## config.mk

```make
export PLATFORM = sky130hd
export DESIGN_NAME = dram_arbiter
export DESIGN_NICKNAME = d
export VERILOG_FILES = /design/src/rtl/dram_arbiter.sv
export SDC_FILE = /design/constraint.sdc
export NUM_CORES = 1
export LEC_CHECK = 0
export CORE_ASPECT_RATIO = 1.4
export CORE_MARGIN = 2
export CORE_UTILIZATION = 32
export CTS_CLUSTER_SIZE = 10
export DETAILED_ROUTE_END_ITERATION = 8
export PLACE_DENSITY_LB_ADDON = 0.05
export SLEW_MARGIN = 20
export SYNTH_ARGS = -nofsm -noshare
export SYNTH_HDL_FRONTEND = slang
export SYNTH_SLANG_ARGS = --single-unit
```

## constraint.sdc

```tcl
create_clock -name clk -period 1.4 [get_ports clk]
set_input_delay 0.28 -clock clk [delete_from_list [all_inputs] [get_ports clk]]
set_output_delay 0.28 -clock clk [all_outputs]
set_load 0.005 [all_outputs]
```

## src/rtl/dram_arbiter.sv

```systemverilog
// Two-port arbiter in front of the single DRAM/cache port: port 0 (memory stage) has
// fixed priority, port 1 (instruction refill) is force-granted after STARVE_LIMIT lost rounds.
module dram_arbiter #(
  parameter int STARVE_LIMIT = 8
) (
  input  logic        clk,
  input  logic        rst,
  input  logic        req0,
  input  logic        req1,
  input  logic        we0,
  input  logic        we1,
  input  logic [31:0] addr0,
  input  logic [31:0] addr1,
  input  logic [31:0] wdata0,
  input  logic [31:0] wdata1,
  output logic        done0,
  output logic        done1,
  output logic [31:0] rdata0,
  output logic [31:0] rdata1,
  output logic [31:0] addr,
  output logic [31:0] wdata,
  output logic        write_enable,
  output logic        read_enable,
  input  logic [31:0] rdata,
  input  logic        miss,
  output logic        busy
);

  localparam int CW = $clog2(STARVE_LIMIT + 1);
  localparam logic [CW-1:0] LIMIT_C = CW'(STARVE_LIMIT);

  typedef enum logic [1:0] {
    IDLE  = 2'd0,
    BUSY0 = 2'd1,
    BUSY1 = 2'd2
  } state_t;

  state_t        state_r;
  state_t        state_s;
  logic [CW-1:0] wait_cnt_r;
  logic [CW-1:0] wait_cnt_s;
  logic [31:0]   addr_r;
  logic [31:0]   wdata_r;
  logic          we_r;
  logic          re_r;
  logic          grant0_s;
  logic          grant1_s;
  logic          done0_s;
  logic          done1_s;

  // Arbitration, starvation counting and completion detection.
  always_comb begin
    state_s    = state_r;
    wait_cnt_s = wait_cnt_r;
    grant0_s   = 1'b0;
    grant1_s   = 1'b0;
    done0_s    = 1'b0;
    done1_s    = 1'b0;
    case (state_r)
      IDLE: begin
        if (req1 && (wait_cnt_r == LIMIT_C)) begin
          grant1_s = 1'b1;
        end else if (req0) begin
          grant0_s = 1'b1;
        end else if (req1) begin
          grant1_s = 1'b1;
        end else begin
          grant0_s = 1'b0;
          grant1_s = 1'b0;
        end
        if (grant0_s) begin
          state_s = BUSY0;
        end else if (grant1_s) begin
          state_s = BUSY1;
        end else begin
          state_s = IDLE;
        end
        // Port 1 losing an arbitration it asked for counts toward its forced grant.
        if (grant1_s) begin
          wait_cnt_s = {CW{1'b0}};
        end else if (req1 && (wait_cnt_r != LIMIT_C)) begin
          wait_cnt_s = wait_cnt_r + CW'(1);
        end else begin
          wait_cnt_s = wait_cnt_r;
        end
      end
      BUSY0: begin
        if (!miss && !rst) begin
          done0_s = 1'b1;
          state_s = IDLE;
        end else begin
          state_s = BUSY0;
        end
      end
      BUSY1: begin
        if (!miss && !rst) begin
          done1_s = 1'b1;
          state_s = IDLE;
        end else begin
          state_s = BUSY1;
        end
      end
      default: begin
        state_s = IDLE;
      end
    endcase
  end

  // State, wait counter and the registered DRAM-side command.
  always_ff @(posedge clk) begin
    if (rst) begin
      state_r    <= IDLE;
      wait_cnt_r <= {CW{1'b0}};
      addr_r     <= 32'd0;
      wdata_r    <= 32'd0;
      we_r       <= 1'b0;
      re_r       <= 1'b0;
    end else begin
      state_r    <= state_s;
      wait_cnt_r <= wait_cnt_s;
      if (grant0_s) begin
        addr_r  <= addr0;
        wdata_r <= wdata0;
        we_r    <= we0;
        re_r    <= !we0;
      end else if (grant1_s) begin
        addr_r  <= addr1;
        wdata_r <= wdata1;
        we_r    <= we1;
        re_r    <= !we1;
      end else if (done0_s || done1_s) begin
        we_r <= 1'b0;
        re_r <= 1'b0;
      end else begin
        we_r <= we_r;
        re_r <= re_r;
      end
    end
  end

  assign addr         = addr_r;
  assign wdata        = wdata_r;
  assign write_enable = we_r;
  assign read_enable  = re_r;
  assign done0        = done0_s;
  assign done1        = done1_s;
  assign rdata0       = rdata;
  assign rdata1       = rdata;
  assign busy         = (state_r != IDLE);

endmodule

```

## Yosys cells after proc, flatten, opt, wreduce, memory -nomap -nowiden

Cells that the tools add are included.

- Register bits: 72
- Logic and storage cells: 53
- Input bits: 167
- Output and inout bits: 133

- Reduce and logical (&&, ||, !) cells: 14
- $add $sub $neg: 1
- Equal/unequal tests: 4
- Mux-type cells: 28

Operator list:

| operator | count |
|---|---|
| $mux W32 | 4 |
| $mux W1 | 18 |
| $mux W4 | 2 |
| $mux W2 | 3 |
| $pmux W2 S3 | 1 |
| $reduce_bool A2 Y1 | 3 |
| $add A4 B1 Y4 const B | 1 |
| $eq A4 B4 Y1 const B | 1 |
| $logic_not A1 Y1 | 4 |
| $ne A4 B4 Y1 const B | 1 |
| $logic_and A1 B1 Y1 | 3 |
| $reduce_bool A3 Y1 | 1 |
| $eq A2 B1 Y1 const B | 1 |
| $eq A2 B2 Y1 const B | 1 |
| $logic_not A2 Y1 | 1 |
| $reduce_and A2 Y1 | 1 |
| $logic_or A1 B1 Y1 | 1 |

## Longest topological paths before layout

- Depth after elaboration: 8
- Depth in mapped cells: 8
- Depth with buffers taken out: 6

## Worst setup path before layout

Ideal clock, no wire load.

- Kind: reg2reg
- Start: register wait_cnt_r[0]
- End: register wait_cnt_r[2]
- Arrival: 1.447 ns
- Clock period less this slack: 1.519 ns
- Library setup time: 0.072 ns
- Setup slack: -0.119 ns
- Stages on the path, launching flop included: 7
- Data required time: 1.328 ns
- Buffers on the path: 0
- Cells stage by stage: dfxtp_1 inv_1 ha_1 nand4b_4 o21ai_1 or4b_1 a21oi_1

- Longest elaborated chain between the ends: 6
- Elaborated cells on any way between the ends: 11
- Classes of those cells: add/sub (1); eq/ne (2); mux (4); reduce/logical (4)

Ends and longest elaborated chain:

| item | RTL line | text |
|---|---|---|
| start: declaration | 40 | `logic [CW-1:0] wait_cnt_r;` |
| start signal: assignment | 113 | `wait_cnt_r <= {CW{1'b0}};` |
| start signal: assignment | 120 | `wait_cnt_r <= wait_cnt_s;` |
| $eq A4 B4 Y1 | 61 | `if (req1 && (wait_cnt_r == LIMIT_C)) begin` |
| $logic_and A1 B1 Y1 | 61 |  |
| $mux W1 | 61 |  |
| $mux W1 | 59 | `case (state_r)` |
| $reduce_bool A2 Y1 (no source line) | -- |  |
| $reduce_and A2 Y1 (no source line) | -- |  |

Parallel ways exist; a longest one is shown, timed or not. The select of a mux whose other input is x is not followed.
A chain may end at the register's enable or synchronous reset.

## Worst setup path after layout

- Start: register state_r[1]
- End: register addr_r[6], in the netlist addr[6]

- Longest elaborated chain between the ends: 3
- Elaborated cells on any way between the ends: 5
- Classes of those cells: mux (3); reduce/logical (2)

Ends and longest elaborated chain:

| item | RTL line | text |
|---|---|---|
| start: declaration | 38 | `state_t state_r;` |
| start signal: assignment | 119 | `state_r <= state_s;` |
| $logic_not A2 Y1 * | 59 |  |
| $mux W1 | 59 |  |
| $mux W32 or $reduce_bool A2 Y1 (tied branches) | -- |  |
| end signal: assignment | 122 | `addr_r <= addr0;` |
| end signal: assignment | 127 | `addr_r <= addr1;` |
| end: declaration | 42 | `logic [31:0] addr_r;` |

Mark *: on every way between the ends. The rest lies on a longest branch, timed or not.

==> impl_metrics.csv <==
group,metric,value,unit
drt,vias,3996,
sta,setup_slack,-0.1668,ns
clocking,cts.sinks,72,
global_routing,antenna_found_initial,0,
finish,multiInputGateArea,2618,sq um
drt,drc,0,
die,dieArea,14420,sq um
finish,final_cells,836,
power_and_ir_drop,power_leakage,2.983,nW
drt,initialDrtViolationCount,89,
die,start_util,32.48,%
place,place_area,6548,sq um
clocking,cts-root-buf,"clkbuf_16",
clocking,clkLatencyLatePin,0.33,ns
sta,setup_viol,72,
global_routing,grt_pass1_vias,4065,
place,dpl_worst_slack,-0.6213,ns
outcome,violations,"negative setup slack",
clocking,htreeDepth,3,
clocking,clk_path_buf_depth,2,
power_and_ir_drop,peakVddDrop,0.0005715,V
finish,finalInstanceArea,7490,sq um
place,gp_congestion,0.7657,
place,portBuffers,203,
synthesis,synth-warning-count,0,
global_routing,grt_pass1_wl,21210,um
clocking,cts_tree,"done",
critical_path,startpoint_type,"flop",
drt,first_pass_iters,4,
drt,totalWireLength,14700,um
clocking,hold_buffers,0,
global_routing,grt_use_total,19.10,%
sta,rsz0062_at_grt,"true",
finish,register_area,1448,sq um
sta,period_share,111.9,%
synthesis,synth_seq_cells,72,
sta,clock.fmax,638.2,MHz
critical_path,cp.arrival,1.77,ns
flow_run,cap_violations,0,
sta,min_period,1.567,ns
synthesis,synth_fp_nets,639,
power_and_ir_drop,cellPowerDensity,966.2,nW/um^2
global_routing,grt_overflow_total,0,
synthesis,syn-instance-count,470,
critical_path,setup.worst_path.class,"flop to flop",
synthesis,yosysUniqueCellTypes,37,
finish,drive_above_1_share,37.46,%
global_routing,grt_max_degree,62,
finish,n_antenna_cell,0,
finish,final_util,56.47,%
die,dieWidth,102.1,um
drt,ant_nets,0,
sta,tightest_slew,0.4245,ns
drt,wire_per_inst,17.58,um
synthesis,synth_area,4308,sq um
place,placed_cells,795,
die,io_pins,300,
critical_path,cp-end-kind,"flop",
sta,finClkSkew,0.006977,ns
clocking,path_clk_slew,0.06,ns
die,die_y,141.3,um
sta,hold_viol_final,0,
finish,syn_to_final_growth,73.86,%
synthesis,ys_seq_area_share,33.46,%
sta,worst_hold_slack,0.3813,ns
finish,fillers,1223,
critical_path,critPathMaxFanout,6,
place,hpwl,9617,um
min_path,hold_path.class,"input port to flop",
clocking,cts_buffers,9,
die,std_cell_rows,50,
finish,layout.nets,819,
die,core_area,13260,sq um
drt,vias_per_cell,4.780,
synthesis,syn_area_per_cell,9.166,sq um
critical_path,crit_required,1.60,ns
sta,relSlewSlack,71.70,%
outcome,status,"finished with violations",
sta,final-max-slew-violation-count,0,
[timing repair]
| action | in CTS | in global routing |
|---|---|---|
| gates cloned | 5 | 7 |
| endpoints found under the setup margin | 140 | 74 |
| resized for setup | 133 | 37 |
| pin swaps | 26 | 41 |
| buffers inserted | 13 | 5 |
[state kept, by name, summed over array words and instances (netlist names)]
name / flops
addr: 32
read_enable: 1
state_r: 2
wait_cnt_r: 4
wdata: 32
write_enable: 1
[cells in the mapped netlist (all sizes together)]
| library cell | n | area, sq um |
|---|---|---|
| o21ai | 3 | 18.76 |
| nor2 | 127 | 484.2 |
| a21o | 1 | 7.510 |
| nor4 | 62 | 750.7 |
| and3 | 1 | 6.260 |
| or4b | 1 | 10.01 |
| nand4 | 1 | 6.260 |
| nand3 | 2 | 15.01 |
| nor4b | 2 | 17.52 |
| nand4b | 1 | 23.77 |
| buf | 86 | 645.6 |
| or4 | 2 | 18.77 |
| dfxtp | 72 | 1441 |
| nand2 | 5 | 18.77 |
| a32oi | 1 | 8.760 |
| nor3 | 63 | 605.6 |
| nand3b | 1 | 7.510 |
| o2bb2ai | 1 | 15.01 |
| inv | 8 | 30.03 |
| o32ai | 1 | 8.760 |
| mux2i | 2 | 20.02 |
| a21oi | 6 | 30.03 |
| ha | 2 | 25.02 |
| nor2b | 1 | 6.260 |
| o21a | 1 | 7.510 |
| clkbuf | 15 | 56.30 |
| o221a | 2 | 22.52 |
[where the power goes]
group / total (mW) / leakage (nW) / switching, mW / internal, mW
clock network: 2.06 / 0.125 / 0.880 / 1.18
logic: 2.77 / 2.26 / 1.27 / 1.50
registers: 2.41 / 0.599 / 0.116 / 2.29
[metrics by stage]
| stage | TNS (ns) | power, mW |
|---|---|---|
| final | -8.431 | 7.236 |
| after global routing | -13.56 | 7.620 |
| after CTS | -10.51 | 7.148 |
| after detailed placement | -32.46 | 4.874 |
| after global placement | -30.40 | 4.848 |
| after floorplan | -2.252 | 3.710 |
[cell families (layout without fill, tap and decap cells)]
family                   after synthesis  count (layout)  synth area share, %
multiplexers                           2               2               0.4647
AO/OA/AOI/OAI                         16              16                2.759
adder cells (fa/ha/maj)                2               2               0.5808
buffers and inverters                109             293                16.99
AND/OR/NAND/NOR                      269             269                45.75
flip-flops                            72              72                33.46
[worst max-delay path: stages (launching register included)]
cell     delay [ns]
dfxtp_2        0.32
buf_6          0.12
nor2_4         0.11
buf_6          0.11
buf_12         0.11
o21ai_4        0.07
buf_12         0.15
buf_12         0.14
buf_12         0.14
nor3_4         0.11
nor4_2         0.06
[area by class of cell]
cell class	instances	share of cell area, %
flip-flops and latches	72	19.33
repair buffers	270	38.87
inverters	8	0.4009
clock inverters	4	0.3007
clock buffers	11	3.107
well taps	182	3.040
multi-input cells	289	34.95
[layout by cell type, fill, tap and decap left out, drive strengths merged]
master / n
dlygate4sd2: 67
clkdlybuf4s50: 131
a21oi: 6
nand4b: 1
nor3: 63
nand4: 1
inv: 8
nor2b: 1
clkinv: 3
or4b: 1
clkinvlp: 1
a32oi: 1
o21ai: 3
clkbuf: 17
o2bb2ai: 1
nor2: 127
mux2i: 2
dlymetal6s2s: 1
buf: 65
or4: 2
o32ai: 1
nand3b: 1
a21o: 1
dfxtp: 72
and3: 1
nor4: 62
nor4b: 2
nand3: 2
o21a: 1
o221a: 2
ha: 2
nand2: 5
[worst paths after layout]
path                             startpoint  slack, ns  cells past startpoint     endpoint
worst max register to register   state_r[1]      -0.17                     10      addr[6]
worst min register to register  read_enable       0.48                      2  read_enable
worst max-delay path             state_r[1]      -0.17                     10      addr[6]
worst min-delay path                    rst       0.38                      3   state_r[0]
[metal layers]
layer  up-vias  routed length (um)  global-route usage, %
li1       1918                   -                      -
met1      1891                5677                  21.65
met2       155                7768                  34.04
met3        32                 929                  4.286
met4         0                 326                  7.789
met5         -                   0                      0
Power figures use the tool's default switching activity.
